File: config.mk
export PLATFORM = sky130hd
export DESIGN_NAME = audio_fifo_flat
export DESIGN_NICKNAME = d
export VERILOG_FILES = /design/src/rtl/audio_fifo_if.sv /design/src/rtl/audio_fifo.sv /design/src/flat_wrapper.sv
export SDC_FILE = /design/constraint.sdc
export NUM_CORES = 1
export LEC_CHECK = 0
export CORE_ASPECT_RATIO = 1.1
export CORE_MARGIN = 2
export CORE_UTILIZATION = 51
export DETAILED_ROUTE_END_ITERATION = 12
export PLACE_DENSITY = 0.69
export SETUP_SLACK_MARGIN = 0.5
export SYNTH_ARGS = -nofsm -noshare
export SYNTH_HDL_FRONTEND = slang
export SYNTH_SLANG_ARGS = --single-unit
File: constraint.sdc
create_clock -name clk -period 3.2 [get_ports clk]
set_input_delay 0.48 -clock clk [delete_from_list [all_inputs] [get_ports clk]]
set_output_delay 0.48 -clock clk [all_outputs]
set_load 0.05 [all_outputs]
File: src/rtl/audio_fifo_if.sv
// Sample-stream bundle between the synth stage (writer), the I2S transmitter
// (reader) and the audio FIFO. Data is two's-complement audio carried as raw bits.
interface audio_fifo_if #(
  parameter int DEPTH = 16,
  parameter int WIDTH = 16
);
  localparam int CW = $clog2(DEPTH) + 1;

  logic             wr_en;
  logic [WIDTH-1:0] wr_data;
  logic             full;
  logic             rd_en;
  logic [WIDTH-1:0] rd_data;
  logic             rd_valid;
  logic             empty;
  logic [CW-1:0]    count;
  logic             overflow;
  logic             underrun;
  logic             clr_flags;

  modport master (
    output wr_en, wr_data, rd_en, clr_flags,
    input  full, rd_data, rd_valid, empty, count, overflow, underrun
  );

  modport slave (
    input  wr_en, wr_data, rd_en, clr_flags,
    output full, rd_data, rd_valid, empty, count, overflow, underrun
  );
endinterface

File: src/rtl/audio_fifo.sv
// Circular-buffer audio sample FIFO with registered read, sticky overflow/underrun.
// Optional: define AUDIO_FIFO_UNDERRUN_HOLD_EN to hold the last sample on underrun.
module audio_fifo #(
  parameter int DEPTH = 16,
  parameter int WIDTH = 16
) (
  input  logic         clk,
  input  logic         reset,
  audio_fifo_if.slave  bus
);
  localparam int AW = $clog2(DEPTH);
  localparam int CW = AW + 1;

  logic [WIDTH-1:0] mem [DEPTH];

  logic [AW-1:0]    wr_ptr_reg;
  logic [AW-1:0]    rd_ptr_reg;
  logic [CW-1:0]    count_reg;
  logic [CW-1:0]    count_next;
  logic             full_reg;
  logic             empty_reg;
  logic [WIDTH-1:0] rd_data_reg;
  logic             rd_valid_reg;

  logic             rd_acc;
  logic             wr_acc;
  logic             underrun_evt;
  logic             overflow_evt;

  // flag index 0 = overflow, 1 = underrun
  logic [1:0]       flag_reg;
  logic [1:0]       flag_evt;

  // A full FIFO still takes a write when a read frees a slot on the same edge.
  assign rd_acc       = bus.rd_en && !empty_reg;
  assign wr_acc       = bus.wr_en && (!full_reg || rd_acc);
  assign overflow_evt = bus.wr_en && !wr_acc;
  assign underrun_evt = bus.rd_en && empty_reg;
  assign flag_evt     = {underrun_evt, overflow_evt};

  always_comb begin
    count_next = count_reg;
    if (wr_acc && !rd_acc) begin
      count_next = count_reg + CW'(1);
    end else if (rd_acc && !wr_acc) begin
      count_next = count_reg - CW'(1);
    end
  end

  // Storage is left unreset so it maps onto block RAM.
  always_ff @(posedge clk) begin
    if (wr_acc) begin
      mem[wr_ptr_reg] <= bus.wr_data;
    end
  end

  always_ff @(posedge clk or negedge reset) begin
    if (!reset) begin
      wr_ptr_reg <= '0;
      rd_ptr_reg <= '0;
      count_reg  <= '0;
      full_reg   <= 1'b0;
      empty_reg  <= 1'b1;
    end else begin
      if (wr_acc) begin
        wr_ptr_reg <= wr_ptr_reg + AW'(1);
      end
      if (rd_acc) begin
        rd_ptr_reg <= rd_ptr_reg + AW'(1);
      end
      count_reg <= count_next;
      full_reg  <= (count_next == CW'(DEPTH));
      empty_reg <= (count_next == '0);
    end
  end

  // Read port: the memory read happens before any same-edge write to that slot.
  always_ff @(posedge clk or negedge reset) begin
    if (!reset) begin
      rd_data_reg  <= '0;
      rd_valid_reg <= 1'b0;
    end else begin
      rd_valid_reg <= rd_acc;
      if (rd_acc) begin
        rd_data_reg <= mem[rd_ptr_reg];
      end
`ifdef AUDIO_FIFO_UNDERRUN_HOLD_EN
`else
      else if (underrun_evt) begin
        rd_data_reg <= '0;
      end
`endif
    end
  end

  // Sticky flags: a new event on the same edge as a clear keeps the flag set.
  generate
    for (genvar gi = 0; gi < 2; gi++) begin : g_flag
      always_ff @(posedge clk or negedge reset) begin
        if (!reset) begin
          flag_reg[gi] <= 1'b0;
        end else if (flag_evt[gi]) begin
          flag_reg[gi] <= 1'b1;
        end else if (bus.clr_flags) begin
          flag_reg[gi] <= 1'b0;
        end
      end
    end
  endgenerate

  assign bus.full     = full_reg;
  assign bus.empty    = empty_reg;
  assign bus.count    = count_reg;
  assign bus.rd_data  = rd_data_reg;
  assign bus.rd_valid = rd_valid_reg;
  assign bus.overflow = flag_reg[0];
  assign bus.underrun = flag_reg[1];
endmodule

File: src/flat_wrapper.sv
// flat-port wrapper written by rule: the top's interface ports become plain ports
module audio_fifo_flat 
#(
  parameter int DEPTH = 16,
  parameter int WIDTH = 16
)
  (clk, reset, bus_wr_en, bus_wr_data, bus_rd_en, bus_clr_flags, bus_full, bus_rd_data, bus_rd_valid, bus_empty, bus_count, bus_overflow, bus_underrun);
  audio_fifo_if #(.DEPTH(DEPTH), .WIDTH(WIDTH)) bus_i ();
  input  logic clk;
  input  logic reset;
  input wire logic [$bits(bus_i.wr_en)-1:0] bus_wr_en;
  input wire logic [$bits(bus_i.wr_data)-1:0] bus_wr_data;
  input wire logic [$bits(bus_i.rd_en)-1:0] bus_rd_en;
  input wire logic [$bits(bus_i.clr_flags)-1:0] bus_clr_flags;
  output wire logic [$bits(bus_i.full)-1:0] bus_full;
  output wire logic [$bits(bus_i.rd_data)-1:0] bus_rd_data;
  output wire logic [$bits(bus_i.rd_valid)-1:0] bus_rd_valid;
  output wire logic [$bits(bus_i.empty)-1:0] bus_empty;
  output wire logic [$bits(bus_i.count)-1:0] bus_count;
  output wire logic [$bits(bus_i.overflow)-1:0] bus_overflow;
  output wire logic [$bits(bus_i.underrun)-1:0] bus_underrun;
  assign bus_i.wr_en = bus_wr_en;
  assign bus_i.wr_data = bus_wr_data;
  assign bus_i.rd_en = bus_rd_en;
  assign bus_i.clr_flags = bus_clr_flags;
  assign bus_full = bus_i.full;
  assign bus_rd_data = bus_i.rd_data;
  assign bus_rd_valid = bus_i.rd_valid;
  assign bus_empty = bus_i.empty;
  assign bus_count = bus_i.count;
  assign bus_overflow = bus_i.overflow;
  assign bus_underrun = bus_i.underrun;
  audio_fifo #(.DEPTH(DEPTH), .WIDTH(WIDTH)) u_core (.clk(clk), .reset(reset), .bus(bus_i));
endmodule
# After elaboration in Yosys (flattened, before gate mapping)
# Memory sizes are Yosys's and may differ from the RTL's.
# Index checks and enable logic that the tools add are counted.
dict set report word_totals {
  inputBits 21
  ramBits 256
  mem_count 1
  regBits 34
}
dict set report op_classes {
  n_reduce_logical 15
  n_mux 9
  eq_ne 1
  addsub 4
}
# memory depth width read_ports rd_clocked_by_memory_dff wr line_no
set memory_table {}
lappend memory_table {u_core.mem 16 16 1 0 1 audio_fifo.sv:14} ;# logic [WIDTH-1:0] mem [DEPTH];
# operator count
set op_table {}
lappend op_table {{two-way mux 16 bit} 2}
lappend op_table {{two-way mux 5 bit} 2}
lappend op_table {{adder 4 x 1 -> 4 bit (second input constant)} 2}
lappend op_table {{logical AND 1 bit} 6}
lappend op_table {{nonzero test 2 bit} 3}
lappend op_table {{adder 5 x 1 -> 5 bit (second input constant)} 1}
lappend op_table {{== test 5 bit (second input constant)} 1}
lappend op_table {{logical NOT 5 bit} 1}
lappend op_table {{two-way mux 1 bit} 5}
lappend op_table {{subtractor 5 x 1 -> 5 bit (second input constant)} 1}
lappend op_table {{logical NOT 1 bit} 4}
lappend op_table {{logical OR 1 bit} 1}

# Depth between registers and ports, before layout
dict set report logic_depth {
  ltp_word 9
  depth_mapped 7
  mapped_depth_nobuf 7
}

# Worst setup path before layout
# OpenSTA, ideal clock, no wires.
dict set report synth_timing {
  path_kind {register -> register}
  startpoint {reg u_core.empty_reg, in the netlist u_core.bus.empty}
  endpoint {mem u_core.mem[7][0], enable pin}
  t_required_ns 2.787
  arrival_time_ns 2.445
  stages_incl_launch_ff 5
  path_slack_ns 0.342
  path_cell_list {dfstp_2 -> nand2b_2 -> a21boi_1 -> nand2_1 -> nor3b_1}
}
dict set report synth_via {
  elab_chain_cells 6
}
# element line_no
set synth_rtl {}
lappend synth_rtl {{start: declaration} audio_fifo.sv:21} ;# logic empty_reg;
lappend synth_rtl {{start signal: assignment} audio_fifo.sv:73} ;# empty_reg <= (count_next == '0);
lappend synth_rtl {{logical NOT 1 bit} audio_fifo.sv:35} ;# assign rd_acc = bus.rd_en && !empty_reg;
lappend synth_rtl {{logical AND 1 bit} audio_fifo.sv:35}
lappend synth_rtl {{logical OR 1 bit} audio_fifo.sv:36} ;# assign wr_acc = bus.wr_en && (!full_reg || rd_acc);
lappend synth_rtl {{logical AND 1 bit} audio_fifo.sv:36}
lappend synth_rtl {{two-way mux 1 bit} audio_fifo.sv:52} ;# if (wr_acc) begin
lappend synth_rtl {{two-way mux 1 bit (implied by the code)} audio_fifo.sv:53} ;# mem[wr_ptr_reg] <= bus.wr_data;
lappend synth_rtl {{end: declaration} audio_fifo.sv:14}
# Every way passes these cells.

# Worst setup path after layout
dict set report layout_timing {
  startpoint {reg u_core.empty_reg, in the netlist u_core.bus.empty}
  endpoint {out bus_empty}
}
# element line_no
set layout_rtl {}
lappend layout_rtl {{end: declaration} flat_wrapper.sv:18} ;# output wire logic [$bits(bus_i.empty)-1:0] bus_empty;
# No word-level cell between the ends.

==> results.yml <==
final_layout:
  largest_reg_flops: 256
  finalNetCount: 798
  fin_cells: 1087
  fillers: 1669
  post-route-util_pct: 60.31
  syn2layout_area_growth_pct: 15.81
  antenna_cells: 0
  drive_above_1_share_pct: 10.73
synthesis:
  synth_top_area_share_pct: 66.78
  yosysTopAreaCell: "edfxtp_1"
  synth_nets: 729
  synth.distinct_cells: 40
  syn_area_um2: 11510
  yosys_warnings: 0
  ys_seq_area_share_pct: 74.18
  synthArstFlopShare_pct: 11.72
  synth_flop_cell: "edfxtp_1"
  synth_common_cells: "256 x edfxtp_1, 128 x mux2i_1, 48 x a22oi_1"
  synth_edf_count: 256
  yosys.cell_count.top_type: "edfxtp_1"
  synthCells: 701
  synthTopCellsByArea: "edfxtp_1 67%, mux2i_1 11%, dfrtp_1 7.2%"
  syn_avg_cell_area_um2: 16.42
  synth_seq_cells: 290
hold_path:
  hold_class: "in2async"
global_route:
  track_usage_pct: 21.71
  grt_pass1_wl_um: 39020
  gr-total-overflow: 0
  antenna_found_initial: 1
  grt_max_degree: 49
  grt_pass1_vias: 6642
detailed_routing:
  route.detailed.drc: 0
  drt_iter0_drc: 748
  ant_nets: 0
  routedWlPerCell_um: 23.48
  viasPerCell: 5.888
  vias: 6400
  finalWirelength_um: 25530
  first_pass_iters: 5
setup_path:
  slowest_stage: "clkdlybuf4s50_1"
  cpPeakStageDelay_ns: 0.82
  path_buf_inv: 1
  worstSetupEndpointType: "output port"
  cp.depth: 1
  worstRegToRegCells: 7
  critPathArrivalTime_ns: 1.95
  crit_chain: "clkdlybuf4s50_1"
  path_max_fanout: 5
  crit_path_start_kind: "flip-flop"
  worstSetupPathType: "reg2out"
  crit_family: "buffers and inverters"
  crit_required_ns: 2.72
power_and_ir_drop:
  pwr_density_cell_nw_per_um2: 900.0
  leakagePower_nw: 4.851
  ir_worst_vdd_mv: 0.4354
place:
  dp.cells: 1035
  finalWeightedCongestion: 0.8685
  port_buffers: 46
  pre_cts_slack_ns: 0.4661
  dpl.hpwl_um: 16670
floorplanning:
  core_area_um2: 22110
  die_y_um: 161.6
  dieArea_um2: 23790
  fp.dieW_um: 147.3
  initial_core_util_pct: 52.07
  rows: 57
  num_io_pins: 47
timing:
  setup_viol: 0
  period_share_pct: 75.97
  maxSlewViolCount: 0
  setup_tns_ns: 0
  fin_ws_ns: 0.7690
  fin_skew_ns: 0.01476
  fin_crit_ns: 2.431
  max_freq_mhz: 411.4
  hold_viol_final: 0
  rsz0062_at_grt: "no"
  slew_headroom_pct: 41.54
  tightest_slew_ns: 0.8742
status:
  status: "finished, final reports clean"
clock_tree:
  clockBufferDepth: 3
  clock-root-buffer: "clkbuf_16"
  cts_buffers: 28
  clock_latency_ns: 0.53
  cts_max_level: 1
  postCtsHoldBufs: 0
  post_cts_resized: 0
  cts.sinks: 290
  cts_setup_buffers: 0
  path_clk_slew_ns: 0.06
  cts_tree: "done"
run:
  cap_violations: 0
through the flow:
stage                     instance area [um2]  hold WS, ns  total power [W]
final                                   13330      0.04337          0.01200
after global routing                    13330       0.1040          0.01250
after detailed placement                12440       0.4945         0.008889
after global placement                  12440       0.4842         0.008798
after CTS                               13330      0.06929          0.01205
after floorplan                         11520       0.1844         0.007607
kinds of logic (layout without fill, tap and decap cells):
group                      count (synthesis)  after routing  synth area share (%)
xor gates and xnor gates                  10             10                0.8261
and+or+nand+nor                          133            133                 6.141
buffers and inverters                     51            142                 2.011
DFF                                      290            290                 74.18
AOI/OAI and AO/OA                         82             82                 4.956
adders and majority gates                  7              7                0.7608
muxes                                    128            128                 11.13
where the power goes:
part	internal, W	switching [W]	leakage (nW)
Sequential	0.00466	0.000400	2.72
Clock	0.00186	0.00131	0.439
Combinational	0.00140	0.00237	1.69
Total	0.00792	0.00408	4.85
worst paths after layout:
kind	start	slack (ns)	endpoint
max in group asynchronous	reset	2.55	u_core.rd_ptr_reg[0]
hold reg to reg	u_core.bus.rd_data[0]	0.50	u_core.bus.rd_data[0]
setup reg to reg	u_core.bus.empty	0.92	u_core.mem[5][1]
setup / recovery	u_core.bus.empty	0.77	bus_empty
min in group clk	u_core.bus.rd_data[0]	0.50	u_core.bus.rd_data[0]
hold / removal	reset	0.04	u_core.bus.count[3]
cell usage in the layout, fill, tap and decap left out, types with 6 or more instances in the layout:
cell type,instances
edfxtp_1,256
mux2i_1,128
a22oi_1,48
clkdlybuf4s50_1,45
nand3_1,44
nand2_1,35
dfrtp_1,32
buf_4,30
clkbuf_16,29
a21oi_1,15
nand2b_1,13
inv_1,11
and3_1,8
clkbuf_1,8
nor2_1,7
o21ai_0,7
xnor2_1,7
ha_1,7
clkinv_2,6
final cells by class:
type	count	area, um2	area share, %
well taps	295	369.1	2.768
multi-input cells	360	2759	20.69
clock buffers	39	783.3	5.875
inverters	12	45.04	0.3378
clock inverters	13	112.6	0.8446
flip-flops and latches	290	8543	64.08
repair buffers	78	720.7	5.405
per-layer routing:
layer | vias to the layer above | part of all wire [%] | GRT usage [%] | wire [um]
li1 | 2850 | - | - | -
met1 | 3199 | 40 | 27.88 | 10240
met2 | 281 | 49 | 36.51 | 12460
met3 | 68 | 6.7 | 4.209 | 1706
met4 | 2 | 4.3 | 9.047 | 1100
met5 | - | 0.059 | 0 | 15
Power figures use the tool's default switching activity.
